**src/rtl/simm_arbiter_if.sv**
```systemverilog
// Bus bundle between the CPU/DMA requesters, the SIMM arbiter and the SIMM controller.
// The slave modport is the arbiter's view; master is the requester/controller side.
interface simm_arbiter_if;
    logic       cpu_req;
    logic       cpu_write;
    logic       cpu_bank;
    logic [3:0] cpu_be;
    logic       cpu_ack;

    logic       dma_req;
    logic       dma_write;
    logic       dma_bank;
    logic [3:0] dma_be;
    logic       dma_ack;

    logic       mem_cs;
    logic       mem_read;
    logic       mem_write;
    logic       mem_bank_addr;
    logic [3:0] mem_byte_selects;
    logic       mem_waitstate;

    logic       grant_dma;

    modport slave (
        input  cpu_req, cpu_write, cpu_bank, cpu_be,
        input  dma_req, dma_write, dma_bank, dma_be,
        input  mem_waitstate,
        output cpu_ack, dma_ack,
        output mem_cs, mem_read, mem_write, mem_bank_addr, mem_byte_selects,
        output grant_dma
    );

    modport master (
        output cpu_req, cpu_write, cpu_bank, cpu_be,
        output dma_req, dma_write, dma_bank, dma_be,
        output mem_waitstate,
        input  cpu_ack, dma_ack,
        input  mem_cs, mem_read, mem_write, mem_bank_addr, mem_byte_selects,
        input  grant_dma
    );
endinterface

```
**src/rtl/simm_arbiter.sv**
```systemverilog
// CPU/DMA arbiter for a single SIMM controller: CPU priority with a starvation
// counter that forces a DMA grant after STARVE_LIMIT consecutive contested CPU grants.
module simm_arbiter #(
    parameter int STARVE_LIMIT = 4
) (
    input  logic           clock,
    input  logic           reset,
    simm_arbiter_if.slave  bus
);
    localparam int SW = $clog2(STARVE_LIMIT + 1);
    localparam logic [SW-1:0] STARVE_MAX = SW'(STARVE_LIMIT);

    typedef enum logic [1:0] {IDLE, ACCESS, DONE} state_t;

    state_t        state, state_nxt;
    logic          first_cyc, first_nxt;
    logic          grant_q, grant_nxt;
    logic          lat_write, write_nxt;
    logic          lat_bank, bank_nxt;
    logic [3:0]    lat_be, be_nxt;
    logic [SW-1:0] starve_cnt, starve_nxt;
    logic          dma_win;

    always_ff @(posedge clock or negedge reset) begin
        if (!reset) begin
            state      <= IDLE;
            first_cyc  <= 1'b0;
            grant_q    <= 1'b0;
            lat_write  <= 1'b0;
            lat_bank   <= 1'b0;
            lat_be     <= 4'b0000;
            starve_cnt <= '0;
        end else begin
            state      <= state_nxt;
            first_cyc  <= first_nxt;
            grant_q    <= grant_nxt;
            lat_write  <= write_nxt;
            lat_bank   <= bank_nxt;
            lat_be     <= be_nxt;
            starve_cnt <= starve_nxt;
        end
    end

    always_comb begin
        state_nxt  = state;
        first_nxt  = first_cyc;
        grant_nxt  = grant_q;
        write_nxt  = lat_write;
        bank_nxt   = lat_bank;
        be_nxt     = lat_be;
        starve_nxt = starve_cnt;
        dma_win    = bus.dma_req && (!bus.cpu_req || starve_cnt == STARVE_MAX);

        bus.mem_cs           = 1'b0;
        bus.mem_read         = 1'b0;
        bus.mem_write        = 1'b0;
        bus.mem_bank_addr    = 1'b0;
        bus.mem_byte_selects = 4'b0000;
        bus.cpu_ack          = 1'b0;
        bus.dma_ack          = 1'b0;
        bus.grant_dma        = grant_q;

        unique case (state)
            IDLE: begin
                if (bus.cpu_req || bus.dma_req) begin
                    state_nxt = ACCESS;
                    first_nxt = 1'b1;
                    grant_nxt = dma_win;
                    write_nxt = dma_win ? bus.dma_write : bus.cpu_write;
                    bank_nxt  = dma_win ? bus.dma_bank  : bus.cpu_bank;
                    be_nxt    = dma_win ? bus.dma_be    : bus.cpu_be;
                    // Only a CPU grant that made DMA wait counts toward starvation.
                    if (dma_win || !bus.dma_req)
                        starve_nxt = '0;
                    else if (starve_cnt != STARVE_MAX)
                        starve_nxt = starve_cnt + 1'b1;
                end else begin
                    starve_nxt = '0;
                end
            end
            ACCESS: begin
                bus.mem_cs           = 1'b1;
                bus.mem_read         = ~lat_write;
                bus.mem_write        = lat_write;
                bus.mem_bank_addr    = lat_bank;
                bus.mem_byte_selects = lat_be;
                first_nxt            = 1'b0;
                // Waitstate in the first cycle is stale when the controller registers it.
                if (!first_cyc && !bus.mem_waitstate)
                    state_nxt = DONE;
            end
            DONE: begin
                bus.cpu_ack = ~grant_q;
                bus.dma_ack = grant_q;
                state_nxt   = IDLE;
            end
            default: state_nxt = IDLE;
        endcase
    end
endmodule

```
**src/flat_wrapper.sv**
```systemverilog
// flat-port wrapper written by rule: the top's interface ports become plain ports
module simm_arbiter_flat 
#(
    parameter int STARVE_LIMIT = 4
)
  (clock, reset, bus_cpu_req, bus_cpu_write, bus_cpu_bank, bus_cpu_be, bus_dma_req, bus_dma_write, bus_dma_bank, bus_dma_be, bus_mem_waitstate, bus_cpu_ack, bus_dma_ack, bus_mem_cs, bus_mem_read, bus_mem_write, bus_mem_bank_addr, bus_mem_byte_selects, bus_grant_dma);
  simm_arbiter_if bus_i ();
  input  logic clock;
  input  logic reset;
  input wire logic [$bits(bus_i.cpu_req)-1:0] bus_cpu_req;
  input wire logic [$bits(bus_i.cpu_write)-1:0] bus_cpu_write;
  input wire logic [$bits(bus_i.cpu_bank)-1:0] bus_cpu_bank;
  input wire logic [$bits(bus_i.cpu_be)-1:0] bus_cpu_be;
  input wire logic [$bits(bus_i.dma_req)-1:0] bus_dma_req;
  input wire logic [$bits(bus_i.dma_write)-1:0] bus_dma_write;
  input wire logic [$bits(bus_i.dma_bank)-1:0] bus_dma_bank;
  input wire logic [$bits(bus_i.dma_be)-1:0] bus_dma_be;
  input wire logic [$bits(bus_i.mem_waitstate)-1:0] bus_mem_waitstate;
  output wire logic [$bits(bus_i.cpu_ack)-1:0] bus_cpu_ack;
  output wire logic [$bits(bus_i.dma_ack)-1:0] bus_dma_ack;
  output wire logic [$bits(bus_i.mem_cs)-1:0] bus_mem_cs;
  output wire logic [$bits(bus_i.mem_read)-1:0] bus_mem_read;
  output wire logic [$bits(bus_i.mem_write)-1:0] bus_mem_write;
  output wire logic [$bits(bus_i.mem_bank_addr)-1:0] bus_mem_bank_addr;
  output wire logic [$bits(bus_i.mem_byte_selects)-1:0] bus_mem_byte_selects;
  output wire logic [$bits(bus_i.grant_dma)-1:0] bus_grant_dma;
  assign bus_i.cpu_req = bus_cpu_req;
  assign bus_i.cpu_write = bus_cpu_write;
  assign bus_i.cpu_bank = bus_cpu_bank;
  assign bus_i.cpu_be = bus_cpu_be;
  assign bus_i.dma_req = bus_dma_req;
  assign bus_i.dma_write = bus_dma_write;
  assign bus_i.dma_bank = bus_dma_bank;
  assign bus_i.dma_be = bus_dma_be;
  assign bus_i.mem_waitstate = bus_mem_waitstate;
  assign bus_cpu_ack = bus_i.cpu_ack;
  assign bus_dma_ack = bus_i.dma_ack;
  assign bus_mem_cs = bus_i.mem_cs;
  assign bus_mem_read = bus_i.mem_read;
  assign bus_mem_write = bus_i.mem_write;
  assign bus_mem_bank_addr = bus_i.mem_bank_addr;
  assign bus_mem_byte_selects = bus_i.mem_byte_selects;
  assign bus_grant_dma = bus_i.grant_dma;
  simm_arbiter #(.STARVE_LIMIT(STARVE_LIMIT)) u_core (.clock(clock), .reset(reset), .bus(bus_i));
endmodule
```
**config.mk**
```make
export PLATFORM = sky130hd
export DESIGN_NAME = simm_arbiter_flat
export DESIGN_NICKNAME = d
export VERILOG_FILES = /design/src/rtl/simm_arbiter_if.sv /design/src/rtl/simm_arbiter.sv /design/src/flat_wrapper.sv
export SDC_FILE = /design/constraint.sdc
export NUM_CORES = 1
export LEC_CHECK = 0
export BUFFER_PORTS_ARGS = -buffer_cell sky130_fd_sc_hd__buf_4
export CAP_MARGIN = 20
export CORE_ASPECT_RATIO = 1.1
export CORE_MARGIN = 4
export CORE_UTILIZATION = 45
export DETAILED_ROUTE_END_ITERATION = 7
export GPL_ROUTABILITY_DRIVEN = 0
export PLACE_DENSITY = 0.74
export RECOVER_POWER = 50
export SETUP_SLACK_MARGIN = 0.4
export SLEW_MARGIN = 10
export SYNTH_ARGS = -nofsm -noshare
export SYNTH_HDL_FRONTEND = slang
export SYNTH_SLANG_ARGS = --single-unit
```
**constraint.sdc**
```tcl
create_clock -name clock -period 1.7 [get_ports clock]
set_input_delay 0.085 -clock clock [delete_from_list [all_inputs] [get_ports clock]]
set_output_delay 0.085 -clock clock [all_outputs]
set_load 0.02 [all_outputs]
```
==> metrics.txt <==
Least-Margin Pin Slew=712 ps; Bufs and invs on worst path=2; area share of the largest cell type after synthesis=0.418; post-route clock period utilization=0.800; Tot Pwr=between 0.0015 and 0.002 W; CTS tree=built; Mapped Nets=97; Flop pwr share=0.273; final WL=around 1.9 mm; switching part of the total=0.403; Synth area leader=dfrtp_1; CP max stage cell=dfrtp_1; worst path cell trace=nand2b_1 -> inv_6 -> and2_4 -> buf_6; critical path's largest stage delay=~380 ps; via/cell ratio=approximately 5.4; most common flop cell mapped by yosys=dfrtp_1; Synth Cell Area=778 um2; die width=47.7 um; final hold vios=0; core region area=0.00160 mm2; ant diodes=0; synthesized flop and latch total=13; f_max=about 730 MHz; routed via count=703; Worst Skew=~1.1 ps; worst-path fanout max=8; top cells by area, synth=dfrtp_1 42%, a31oi_2 8.0%, o21ai_0 6.4%; syn_area_per_cell=about 10 um2; DR DRC count=0; Hold WC Path Type=input pin to register; type of the worst setup path=register to primary output; Post-Synthesis Cells=78; asr flop ratio synth=1.00; # rows=15; relative slew slack=0.525; net switching power=between 0.0008 and 0.0009 W; Clock Pin Slew Worst Setup and Hold Paths=about 70 ps; total track usage=0.161; die area=about 0.0025 mm2; Initial Util=0.488; fin. max-slew vios=0; largest net degree at the start of global routing=14; run status=finished clean; layout cells sized above 1=0.482; kind of start point of the critical path=register; Final ANT Viol Nets=0; initial antenna violation count=0; Synth cell types=26; minimum clock period=roughly 1400 ps; clk_lat worst skew=roughly 270 ps; number of global-route vias before repair=674; fin nets=134; first-pass GRT wire length=approximately 2.8 mm; Max-cap violations=0; drt pass-1 iters=4; Port Buffers=27; Req. time, crit path=between 1500 and 2000 ps; endpoint type of the worst setup path=primary output; Comb power frac=0.634; root buf cell=clkbuf_4; Longest Clk Path Bufs=2; Layout area overhead=43.9%; DP HPWL=approximately 1.3 mm; CTS Sinks=13; Final Setup Violations=0; internal power=~0.0012 W; Crit path max-delay family=flip-flops; RSZ-0062 raised after global routing=true; pwr dens=roughly 1800 mW/mm2; Iter 0 DRT Violations=8; Clk pwr share=0.094; EDFF count, synth=0; Worst VDD drop=between 1000 and 1500 uV; Pleak=~0.5 nW; critical path arrival=1280 ps; total gr overflow=0; CTS Buf Count=3; fill count=124; yosys warns=0; H-Tree Level Count=1; sequential-to-total area share from yosys stat=0.418; post-DR wirelength/cell=around 15 um; Boundary Pins=28; Die Ht=slightly above 50 um; sum of negative setup slack=0 ps
==> cell families after synthesis <==
kind of cell,after synthesis,share of synthesized area
flip-flops,13,0.418
buffers and inverters,9,0.0900
adder cells (fa/ha/maj),2,0.0321
AND/OR/NAND/NOR,27,0.193
AO/OA/AOI/OAI,27,0.267
==> state kept, by name, indices dropped and copies added (netlist names) <==
signal	cells
u_core.lat_be	4
u_core.starve_cnt	3
u_core.state	2
u_core.bus.grant_dma	1
u_core.first_cyc	1
u_core.lat_bank	1
u_core.lat_write	1
==> metal layers <==
layer / vias to the layer above / track usage / routed length [um]
li1: 350 / - / -
met1: 326 / 0.187 / 773
met2: 23 / 0.270 / 981
met3: 4 / 0.0519 / 120
met4: 0 / 0.0538 / 35
met5: - / 0 / 0
==> cells in the final DEF, fill, tap and decap left out, drive strengths merged, types with 4 or more instances in the layout <==
cell type,n
buf,32
dfrtp,13
o21ai,10
and2,7
nand3,7
clkbuf,7
a21oi,6
a31oi,6
nand2,4
inv,4
==> what timing repair did <==
action	4_1_cts	5_1_grt
hold buffers	2	0
setup buffers	3	4
pin swaps	0	8
setup endpoints to repair	16	15
hold endpoints to repair	14	0
resized for setup	5	20
==> worst reg2reg max path, stage by stage, from the launching register on <==
cell and delay (ps):
dfrtp_1 390, inv_1 70, ha_2 220, a21bo_4 200, nand3_1 120, a31oi_2 210
==> metrics by stage <==
step	setup WS, ps	hold slack (ps)	instances	area, um2	utilization
2_1_floorplan	402	-211	78	781	-
3_3_place_gp	266	-61.1	118	957	0.600
3_5_place_dp	191	-60.8	118	957	0.600
4_1_cts	380	113	127	1040	0.655
5_1_grt	242	110	131	1120	0.702
6_report	339	124	131	1120	0.702
==> cells in the mapped netlist (2+ instances only) <==
cell,instances
inv_1,4
nand3_1,7
a31oi_2,5
and2_1,6
buf_6,3
dfrtp_1,13
nand2b_1,2
a21oi_1,6
o21ai_0,10
nand2_1,4
ha_1,2
nor2_1,2
==> power by group through the flow <==
stage                     Clock, W  Combinational (W)  Sequential, W
after CTS                 0.000196            0.00104       0.000541
after detailed placement         0           0.000952       0.000547
after global placement           0           0.000931       0.000541
after floorplan                  0           0.000664       0.000535
after global routing      0.000211            0.00136       0.000560
final                     0.000186            0.00126       0.000543
==> path summary, 6_finish.rpt <==
| kind | startpoint | endpoint | slack (ps) | cells after the start |
|---|---|---|---|---|
| worst max-delay path | u_core.state[1] | bus_mem_byte_selects[3] | 340 | 4 |
| worst min-delay path | bus_dma_bank | u_core.lat_bank | 120 | 3 |
| worst max register to register | u_core.starve_cnt[1] | u_core.lat_write | 410 | 5 |
| worst min register to register | u_core.first_cyc | u_core.state[1] | 450 | 1 |
| max in group asynchronous | reset | u_core.state[0] | 840 | 2 |
| min in group asynchronous | reset | u_core.state[1] | 370 | 2 |
==> cell type report <==
type | count | area [um2] | share of cell area
clock buffers | 4 | 26.3 | 0.0235
inverters | 4 | 20.0 | 0.0179
repair buffers | 37 | 298 | 0.266
flip-flops and latches | 13 | 327 | 0.292
well taps | 17 | 21.3 | 0.0190
multi-input cells | 56 | 428 | 0.382
(Power assumes the default switching activity.)
